[src/rtl/pc_seq_pkg.sv]
// Shared encodings for the stack processor PC/return-stack sequencer:
// opcodes, datapath select values, FSM states and decoded opcode classes.
package pc_seq_pkg;

    localparam logic [3:0] OP_JUMP = 4'h1;
    localparam logic [3:0] OP_CALL = 4'h2;
    localparam logic [3:0] OP_RET  = 4'h3;
    localparam logic [3:0] OP_BZ   = 4'h4;
    localparam logic [3:0] OP_HALT = 4'hF;

    localparam logic [2:0] PCC_RSTACK = 3'd0;
    localparam logic [2:0] PCC_JUMP   = 3'd1;
    localparam logic [2:0] PCC_BRANCH = 3'd2;
    localparam logic [2:0] PCC_INC    = 3'd4;

    localparam logic [1:0] RS_NOP  = 2'd0;
    localparam logic [1:0] RS_PUSH = 2'd1;
    localparam logic [1:0] RS_POP  = 2'd3;

    typedef enum logic [2:0] {
        S_IDLE,
        S_FETCH,
        S_DECODE,
        S_EXEC,
        S_HALT,
        S_FAULT
    } state_t;

    typedef enum logic [2:0] {
        C_SEQ,
        C_JUMP,
        C_CALL,
        C_RET,
        C_BZ,
        C_HALT
    } op_class_t;

endpackage

[src/rtl/pc_seq_decode.sv]
// Combinational opcode classifier: IR[15:12] to sequencer opcode class.
module pc_seq_decode
    import pc_seq_pkg::*;
(
    input  logic [3:0] opcode,
    output op_class_t  op_class
);

    always_comb begin
        op_class = C_SEQ;
        case (opcode)
            OP_JUMP: op_class = C_JUMP;
            OP_CALL: op_class = C_CALL;
            OP_RET:  op_class = C_RET;
            OP_BZ:   op_class = C_BZ;
            OP_HALT: op_class = C_HALT;
            default: op_class = C_SEQ;
        endcase
    end

endmodule

[src/rtl/pc_sequencer_ctrl.sv]
// Multicycle fetch/decode/execute controller for the PC and return-stack
// datapath; all outputs are Moore, decoded from state, opcode and take.
module pc_sequencer_ctrl
    import pc_seq_pkg::*;
#(
    parameter int unsigned CNT_W = 16
) (
    input  logic             CLK,
    input  logic             Reset,
    input  logic             Run,
    input  logic [15:0]      inst,
    input  logic             Zero,
    input  logic             Overflow,
    output logic             PCWrite,
    output logic [2:0]       PCControl,
    output logic [1:0]       RStackOP,
    output logic             IRWrite,
    output logic             Halted,
    output logic             Fault,
    output logic [CNT_W-1:0] InstCount
);

    state_t          state, next_state;
    op_class_t       op_class;
    logic [3:0]      ir_op;
    logic            take;
    logic            cnt_inc;
    logic [CNT_W-1:0] count;

    // Only the opcode field steers control; operand bits belong to the datapath.
    logic unused_inst_bits;
    assign unused_inst_bits = ^inst[11:0];

    pc_seq_decode u_decode (
        .opcode   (ir_op),
        .op_class (op_class)
    );

    always_ff @(posedge CLK) begin
        if (!Reset) begin
            state <= S_IDLE;
            ir_op <= '0;
            take  <= 1'b0;
            count <= '0;
        end else begin
            state <= next_state;
            if (state == S_FETCH)
                ir_op <= inst[15:12];
            if (state == S_DECODE)
                take <= Zero;
            if (cnt_inc)
                count <= count + 1'b1;
        end
    end

    always_comb begin
        next_state = state;
        cnt_inc    = 1'b0;
        case (state)
            S_IDLE:   if (Run) next_state = S_FETCH;
            S_FETCH:  next_state = S_DECODE;
            S_DECODE: begin
                if (op_class == C_HALT) begin
                    next_state = S_HALT;
                    cnt_inc    = 1'b1;
                end else begin
                    next_state = S_EXEC;
                end
            end
            S_EXEC: begin
                next_state = S_FETCH;
                cnt_inc    = 1'b1;
            end
            S_HALT:   next_state = S_HALT;
            S_FAULT:  next_state = S_FAULT;
            default:  next_state = S_IDLE;
        endcase
        // A stack fault pre-empts whatever the sequencer would have done, retire included.
        if (Overflow && state != S_IDLE && state != S_HALT) begin
            next_state = S_FAULT;
            cnt_inc    = 1'b0;
        end
    end

    always_comb begin
        PCWrite   = 1'b0;
        PCControl = PCC_INC;
        RStackOP  = RS_NOP;
        IRWrite   = 1'b0;
        Halted    = 1'b0;
        Fault     = 1'b0;
        case (state)
            S_FETCH: IRWrite = 1'b1;
            S_EXEC: begin
                PCWrite = 1'b1;
                case (op_class)
                    C_JUMP: PCControl = PCC_JUMP;
                    C_CALL: begin
                        PCControl = PCC_JUMP;
                        RStackOP  = RS_PUSH;
                    end
                    C_RET: begin
                        PCControl = PCC_RSTACK;
                        RStackOP  = RS_POP;
                    end
                    C_BZ:    PCControl = take ? PCC_BRANCH : PCC_INC;
                    default: PCControl = PCC_INC;
                endcase
            end
            S_HALT:  Halted = 1'b1;
            S_FAULT: Fault  = 1'b1;
            default: ;
        endcase
    end

    assign InstCount = count;

endmodule

[config.mk]
export PLATFORM = sky130hd
export DESIGN_NAME = pc_sequencer_ctrl
export DESIGN_NICKNAME = d
export VERILOG_FILES = /design/src/rtl/pc_seq_pkg.sv /design/src/rtl/pc_seq_decode.sv /design/src/rtl/pc_sequencer_ctrl.sv
export SDC_FILE = /design/constraint.sdc
export NUM_CORES = 1
export LEC_CHECK = 0
export ABC_AREA = 1
export BUFFER_PORTS_ARGS = -buffer_cell sky130_fd_sc_hd__buf_4
export CAP_MARGIN = 20
export CORE_MARGIN = 3
export CORE_UTILIZATION = 49
export CTS_CLUSTER_SIZE = 20
export DETAILED_ROUTE_END_ITERATION = 10
export GPL_ROUTABILITY_DRIVEN = 0
export PLACE_DENSITY = 0.87
export SLEW_MARGIN = 10
export SYNTH_ARGS = -nofsm -noshare
export SYNTH_HDL_FRONTEND = slang
export SYNTH_SLANG_ARGS = --single-unit
export TNS_END_PERCENT = 1
[constraint.sdc]
create_clock -name CLK -period 1.9 [get_ports CLK]
set_input_delay 0.19 -clock CLK [delete_from_list [all_inputs] [get_ports CLK]]
set_output_delay 0.19 -clock CLK [all_outputs]
set_load 0.01 [all_outputs]
==> flow_metrics.tcl, run 1 <==
set metrics [dict create \
    place_inst 277 \
    grt_max_degree 20 \
    path_class "flip-flop to primary output" \
    worst_pin_slew_ns 0.450 \
    final_nets 274 \
    die_area_um2 3400 \
    pin_count 46 \
    synth_ff_type "dfxtp_1" \
    max-cap-violations 0 \
    slowest_stage "dfxtp_1" \
    min_path_type "input pin to flip-flop" \
    wl_met2_um 1530 \
    hold_viol_final 0 \
    initial_core_util_pct 52.7 \
    ys_seq_area_share_pct 35.8 \
    hold_buffers 0 \
    max_stage_delay_ns 0.34 \
    internal_power_w 0.000898 \
    setup_violations 0 \
    critical_path.endpoint_type "primary output" \
    clock_sinks 24 \
    postRouteAntennaNets 0 \
    hpwl_um 2320 \
    combPwrFrac_pct 24.9 \
    io_buffers 33 \
    wire_per_inst_um 11.4 \
    p_per_area_nw_per_um2 791 \
    clockPowerShare_pct 28.6 \
    path_buf_inv 2 \
    synth-compound-area-share_pct 12.5 \
    layout_commonest_cell "nand2_1" \
    wl_um 3210 \
    cts_resized 0 \
    ys_ff_latch 24 \
    wl_met3_um 154 \
    fin_cells 281 \
    outcome "finished, final reports clean" \
    routed.top_layer "met4" \
    yosys.area_share.simple_pct 38.1 \
    rows 18 \
    rsz0062_at_grt "false" \
    seqPwrFrac_pct 46.5 \
    fmax_mhz 614 \
    htreeDepth 1 \
    fin_area_um2 1660 \
    drv_slew 0 \
    cp.required_ns 1.71 \
    synth_warnings 0 \
    synthCells 217 \
    synth_adder_area_share_pct 0.933 \
    power_switching_w 0.000413 \
    fin_tns_setup_ns 0 \
    reg2reg_from "InstCount[0]" \
    p_leak_nw 0.713 \
    gr-total-overflow 0 \
    routed_via_density 5.25 \
    synth_edf_count 0 \
    syn_nets 239 \
    fin_crit_ns 1.63 \
    final_layout_size_suffix_gt1_share_pct 16.3 \
    n_antenna_cell 0 \
    die_x_um 58.3 \
    path_delay_family "simple AND/OR/NAND/NOR gates" \
    crit_path_start_kind "flip-flop" \
    synth-async-reset-ratio_pct 0 \
    slew_headroom_pct 70.0 \
    cts-root-buf "clkbuf_4" \
    switching_share_pct 31.5 \
    cts_tree "done" \
    drc 0 \
    grt_usage_pct 20.7 \
    core_area_um2 2540 \
    clock_latency_ns 0.33 \
    crit_arrival_ns 1.44 \
    cp_max_fo 7 \
    antenna_found_initial 0 \
    vdd_drop_max_uv 582 \
    syn_area_um2 1340 \
    cts-buffers-inserted 3 \
    syn_to_final_growth_pct 23.5 \
    drtIter0Drc 51 \
    synth_xor_area_share_pct 2.61 \
    wl_met1_um 1510 \
    worst_hold_startpoint "inst[12]" \
    synth_top_family_by_area "simple AND/OR/NAND/NOR gates" \
    synth.mux.area_fraction_pct 0 \
    grt_pass1_wl_um 5610 \
    vias 1475 \
    crit_chain "inv_1, nand3_1, nor2_1, a31oi_1, buf_4" \
    cts.path.max_buffers 2 \
    first_global_vias 1321 \
    syn_avg_cell_area_um2 6.18 \
    die_h_um 58.3 \
    cts.clk_slew.worst_paths_ns 0.14 \
    layout_common_cells "nand2_1 (65), nor2_1 (35), buf_4 (35)" \
    postCtsSetupBuffers 0 \
    synth.distinct_cells 20 \
    finalClockSkew_ns 0.00928 \
    first_pass_iters 4 \
    crit_path_start "state[2]" \
    fin_crit_sh_pct 85.8 \
    dpl_cell_area_um2 1600 \
]
## through the flow
step                hold slack [ns]  setup slack [ns]  util [%]  power, W
floorplan                     0.325             0.532         -  0.000830
global placement              0.419             0.446      63.0  0.000934
detailed placement            0.429             0.415      63.0  0.000939
CTS                          0.0679             0.279      65.1   0.00132
global route                 0.0899             0.134      65.1   0.00140
finish                       0.0766             0.271      65.1   0.00131
## per-layer routing
metal,global-route usage [%],up-vias
met5,0,-
met4,5.30,0
met3,4.82,2
met2,34.0,37
met1,27.4,673
li1,-,763
## state kept, by name (all words and copies together), names as in the netlist
signal	flops
InstCount	16
state	3
take	1
ir_op	4
## synthesized netlist by cell type, types with 2 or more instances
cell,number,area [µm²]
clkbuf_1,2,7.51
nor3_1,6,30.0
nor2_1,35,131
inv_1,26,97.6
o21ai_0,13,65.1
buf_6,2,22.5
dfxtp_1,24,480
nand3_1,11,55.1
xor2_1,3,26.3
nand2_1,65,244
nand4_1,6,37.5
a21oi_1,16,80.1
## path summary, 6_finish.rpt
check	end	slack [ns]	cells past startpoint
worst min register to register	ir_op[1]	0.50	2
worst min-delay path	ir_op[0]	0.08	3
worst max-delay path	PCControl[2]	0.27	5
worst max register to register	InstCount[8]	0.35	7
## logic make-up (layout without fill, tap and decap cells)
family / after synthesis / count (layout)
compound gates: 32 / 32
xor+xnor: 4 / 4
fa+ha+maj: 1 / 1
buf+inv: 31 / 65
flops: 24 / 24
simple gates: 125 / 125
## power by group through the flow
stage | sequential, W | clock (W) | combinational (W)
after floorplan | 0.000609 | 0 | 0.000221
after global placement | 0.000617 | 0 | 0.000317
after detailed placement | 0.000618 | 0 | 0.000321
after CTS | 0.000608 | 0.000387 | 0.000322
after global routing | 0.000617 | 0.000409 | 0.000370
final | 0.000610 | 0.000376 | 0.000326
## cell type report
class	instances	area, µm²
Tap cell	30	37.5
Clock buffer	3	22.5
Multi-Input combinational cell	162	726
Fill cell	224	888
Sequential cell	24	480
Inverter	26	97.6
Timing Repair Buffer	35	263
Clock inverter	1	30.0
## worst min-delay path, stage by stage
cell and delay, ns:
buf_4 0.08, nor2_1 0.03, nor2_1 0.08
Power figures use the tool's default switching activity.
==> inputs of run 2 (changes only) <==
- CAP_MARGIN: 20 -> 25
- CORE_UTILIZATION: 49 -> 45
- PLACE_DENSITY: 0.87 -> 0.82
- RECOVER_POWER: unset -> 50
==> run 2 against run 1 <==
Effect of this change: combinational power is 7.7% lower; sequential cell count stayed put; sequential share of layout area is 1.8 points higher; core utilization is 9.6 points lower; hold slack better by 0.0086 ns; critical path type unchanged; largest cell class unchanged; largest power group unchanged.
==> flow_metrics.tcl, run 2 (synthesis gave the netlist of run 1 again) <==
set metrics [dict create \
    outcome "finished, final reports clean" \
    rows 19 \
    n_antenna_cell 0 \
    cts.path.max_buffers 2 \
    p_leak_nw 0.623 \
    grt_usage_pct 16.6 \
    postCtsSetupBuffers 0 \
    cts_resized 0 \
    wire_per_inst_um 10.7 \
    drv_slew 0 \
    cts.clk_slew.worst_paths_ns 0.13 \
    fin_crit_sh_pct 84.1 \
    layout_common_cells "nand2_1 (65), nor2_1 (36), inv_1 (26)" \
    gr-total-overflow 0 \
    routed_via_density 5.00 \
    wl_um 3000 \
    io_buffers 33 \
    cp_max_fo 7 \
    clock_sinks 24 \
    hold_buffers 0 \
    die_h_um 60.6 \
    core_area_um2 2810 \
    min_path_type "input pin to flip-flop" \
    vdd_drop_max_uv 463 \
    path_buf_inv 1 \
    path_delay_family "flip-flops" \
    die_x_um 60.6 \
    clock_latency_ns 0.31 \
    fin_tns_setup_ns 0 \
    slowest_stage "dfxtp_1" \
    antenna_found_initial 0 \
    critical_path.endpoint_type "primary output" \
    grt_max_degree 20 \
    largest_reg_flops 16 \
    pin_count 46 \
    slew_headroom_pct 70.9 \
    die_area_um2 3670 \
    crit_arrival_ns 1.41 \
    postRouteAntennaNets 0 \
    drtIter0Drc 106 \
    htreeDepth 1 \
    hold_viol_final 0 \
    cts-buffers-inserted 3 \
    setup_slack_ns 0.302 \
    path_class "flip-flop to primary output" \
    fmax_mhz 626 \
    crit_path_start_kind "flip-flop" \
    max-cap-violations 0 \
    finalClockSkew_ns 0.00489 \
    combPwrFrac_pct 26.6 \
    clockPowerShare_pct 19.9 \
    dp_slack_ns 0.391 \
    layout_commonest_cell "nand2_1" \
    rsz0062_at_grt "false" \
    crit_chain "nand3_1, nor2_1, a31oi_1, buf_4" \
    power_switching_w 0.000391 \
    worst_pin_slew_ns 0.432 \
    grt_pass1_wl_um 4760 \
    cts-root-buf "clkbuf_4" \
    initial_core_util_pct 47.8 \
    seqPwrFrac_pct 53.5 \
    syn_to_final_growth_pct 16.1 \
    first_pass_iters 4 \
    final_nets 274 \
    fin_crit_ns 1.60 \
    vias 1404 \
    p_per_area_nw_per_um2 726 \
    internal_power_w 0.000741 \
    cp.required_ns 1.71 \
    drc 0 \
    hpwl_um 2250 \
    setup_violations 0 \
    first_global_vias 1125 \
    cts_tree "done" \
    max_stage_delay_ns 0.45 \
    final_layout_size_suffix_gt1_share_pct 8.40 \
    switching_share_pct 34.5 \
]
run 2: changes by cell type in the layout (fill, tap and decap cells not counted), sizes merged:
| cell | change |
|---|---|
| buf | -18 |
| bufinv | -1 |
| clkbuf | +18 |
run 2: layout make-up:
type,count,area [µm²]
Timing Repair Buffer,35,195
Inverter,26,97.6
Multi-Input combinational cell,162,723
Clock buffer,3,22.5
Fill cell,304,1250
Tap cell,31,38.8
Sequential cell,24,480
run 2: path summary, 6_finish.rpt:
| check | from | to | slack, ns | cells after the start |
|---|---|---|---|---|
| setup / recovery | state[0] | PCControl[2] | 0.30 | 4 |
| hold reg to reg | ir_op[2] | ir_op[2] | 0.50 | 2 |
| hold / removal | inst[12] | ir_op[0] | 0.09 | 3 |
| setup reg to reg | state[2] | InstCount[2] | 0.36 | 9 |
run 2: per-layer routing:
metal / vias up / track usage [%] / wire (µm) / part of all wire, %
li1: 757 / - / - / -
met1: 609 / 23.9 / 1500 / 50
met2: 33 / 25.0 / 1320 / 44
met3: 5 / 2.55 / 130 / 4.3
met4: 0 / 6.19 / 47 / 1.6
met5: - / 0 / 0 / 0
run 2: worst reg2reg max path, cell delays in order, from the launching register on:
cell	delay, ns
dfxtp_1	0.33
inv_1	0.12
nand2_1	0.08
nor2_1	0.16
nand2_1	0.10
nand2_1	0.07
nand2_1	0.07
inv_1	0.30
nand2_1	0.10
a21oi_1	0.16
run 2: through the flow:
| stage | std cells | hold WS, ns | utilization [%] | area (µm²) | total power (W) |
|---|---|---|---|---|---|
| finish | 281 | 0.0852 | 55.5 | 1560 | 0.00113 |
| global route | 281 | 0.0955 | 55.5 | 1560 | 0.00120 |
| CTS | 281 | 0.0881 | 58.0 | 1630 | 0.00114 |
| detailed placement | 278 | 0.426 | 57.2 | 1610 | 0.000925 |
| global placement | 278 | 0.417 | 57.2 | 1610 | 0.000921 |
| floorplan | 217 | 0.325 | - | 1340 | 0.000830 |
run 2: power groups by stage:
stage / sequential (W) / clock [W] / combinational (W)
floorplan: 0.000609 / 0 / 0.000221
global placement: 0.000618 / 0 / 0.000303
detailed placement: 0.000617 / 0 / 0.000307
CTS: 0.000607 / 0.000228 / 0.000308
global route: 0.000614 / 0.000241 / 0.000343
finish: 0.000606 / 0.000225 / 0.000301
==> inputs of run 3 (changes only) <==
- clock period: 1.9 -> 1.55 ns (I/O delays scaled with it)
==> run 3 against run 2 <==
Effect of this change: core utilization rose by 2.4 points; wire length rose by 5.6%; setup slack got worse by 0.22 ns; design area rose by 4.3%; combinational power rose by 36%; global-route usage rose by 0.87 points; first-iteration DRC count rose by 30%; non-clock buffer count rose by 4; sequential share of layout area fell by 1.1 points; sequential power rose by 24%; register-to-register slack got worse by 0.25 ns; clock power rose by 21%; critical path type unchanged; critical endpoint unchanged; largest cell class unchanged.
==> flow_metrics.tcl, run 3 (synthesis gave the netlist of run 1 again) <==
set metrics [dict create \
    htreeDepth 1 \
    slowest_stage "dfxtp_1" \
    fmax_mhz 680 \
    cts.clk_slew.worst_paths_ns 0.12 \
    regArea_um2 484 \
    setup_slack_ns 0.0802 \
    first_global_vias 1160 \
    final_nets 278 \
    grt_max_degree 15 \
    wl_um 3170 \
    clock_sinks 24 \
    drc 0 \
    cts-root-buf "clkbuf_4" \
    first_pass_iters 5 \
    dp_slack_ns 0.0629 \
    totalPowerFinal_w 0.00143 \
    fillCellCount 286 \
    p_leak_nw 0.650 \
    internal_power_w 0.000945 \
    clockPowerShare_pct 18.9 \
    worst_pin_slew_ns 0.446 \
    max-cap-violations 0 \
    core_area_um2 2810 \
    outcome "finished, final reports clean" \
    die_x_um 60.6 \
    io_buffers 33 \
    die_h_um 60.6 \
    layout_commonest_cell "nand2_1" \
    postRouteAntennaNets 0 \
    antenna_found_initial 0 \
    vias 1472 \
    cp.required_ns 1.39 \
    crit_arrival_ns 1.31 \
    drv_slew 0 \
    postCtsSetupBuffers 0 \
    hpwl_um 2360 \
    seqPwrFrac_pct 52.6 \
    power_switching_w 0.000490 \
    slew_headroom_pct 70.2 \
    min_path_type "input pin to flip-flop" \
    crit_path_start_kind "flip-flop" \
    cp_max_fo 6 \
    rows 19 \
    grt_pass1_wl_um 5010 \
    rsz0062_at_grt "true" \
    die_area_um2 3670 \
    cts-buffers-inserted 3 \
    initial_core_util_pct 47.8 \
    combPwrFrac_pct 28.5 \
    clock_latency_ns 0.31 \
    cts.path.max_buffers 2 \
    path_class "flip-flop to primary output" \
    vdd_drop_max_uv 647 \
    hold_buffers 0 \
    final_layout_size_suffix_gt1_share_pct 15.7 \
    p_per_area_nw_per_um2 883 \
    finalClockSkew_ns 0.00350 \
    cts_tree "done" \
    switching_share_pct 34.1 \
    drtIter0Drc 138 \
    layout_common_cells "nand2_1 (64), nor2_1 (31), buf_4 (25)" \
    syn_to_final_growth_pct 21.2 \
    max_stage_delay_ns 0.34 \
    multiInputGateArea_um2 738 \
    routed_via_density 5.16 \
    critical_path.endpoint_type "primary output" \
    grt_usage_pct 17.5 \
    crit_chain "inv_2, nand3_1, buf_4, nor2_2, a31oi_1, buf_4" \
    gr-total-overflow 0 \
    fin_crit_ns 1.47 \
    pin_count 46 \
    n_antenna_cell 0 \
    wire_per_inst_um 11.1 \
    hold_viol_final 0 \
    fin_crit_sh_pct 94.8 \
    largest_reg_flops 16 \
    setup_violations 0 \
    cpMostUsedCell "buf_4" \
]
run 3: repair_timing:
action / in CTS / in global routing
setup endpoints to repair: 1 / 20
pin swaps: 0 / 0
gates resized for setup: 1 / 11
run 3: final cells by class:
class	count	share of cell area, %
repair buffers	39	14.8
well taps	31	2.39
clock buffers	3	1.39
flip-flops and latches	24	29.8
multi-input cells	162	45.4
inverters	26	6.24
run 3: path summary, 6_finish.rpt:
check             slack, ns  cells past startpoint            to          from
setup / recovery       0.08                      6  PCControl[2]      state[2]
hold / removal         0.06                      3      ir_op[0]      inst[12]
setup reg to reg       0.11                      7  InstCount[8]  InstCount[1]
hold reg to reg        0.49                      2      ir_op[1]      ir_op[1]
run 3: metal layers:
layer	vias to the layer above	global-route usage, %	wire length (µm)
met3	4	4.47	165
li1	766	-	-
met4	0	2.79	34
met2	36	28.1	1420
met1	666	24.2	1550
met5	-	0	0
run 3: critical path: cells and delay by family, from the launching register on:
kind	cells	cell delay, ns
buf+inv	3	0.41
compound gates	1	0.05
simple gates	2	0.21
flops	1	0.34
run 3: power groups by stage:
stage | combinational [W] | clock, W | sequential [W]
after floorplan | 0.000270 | 0 | 0.000747
after global placement | 0.000393 | 0 | 0.000756
after detailed placement | 0.000398 | 0 | 0.000756
after CTS | 0.000399 | 0.000280 | 0.000746
after global routing | 0.000465 | 0.000302 | 0.000766
final | 0.000409 | 0.000272 | 0.000754
run 3: per-stage QoR:
step / hold WS, ns / std cells / utilization (%) / instance area, µm² / setup TNS, ns
after detailed placement: 0.390 / 282 / 58.3 / 1640 / 0
after CTS: 0.0532 / 285 / 59.1 / 1660 / 0
after global placement: 0.379 / 282 / 58.3 / 1640 / 0
final: 0.0561 / 285 / 57.9 / 1630 / 0
after global routing: 0.0482 / 285 / 57.9 / 1630 / -0.0170
after floorplan: 0.290 / 217 / - / 1340 / 0
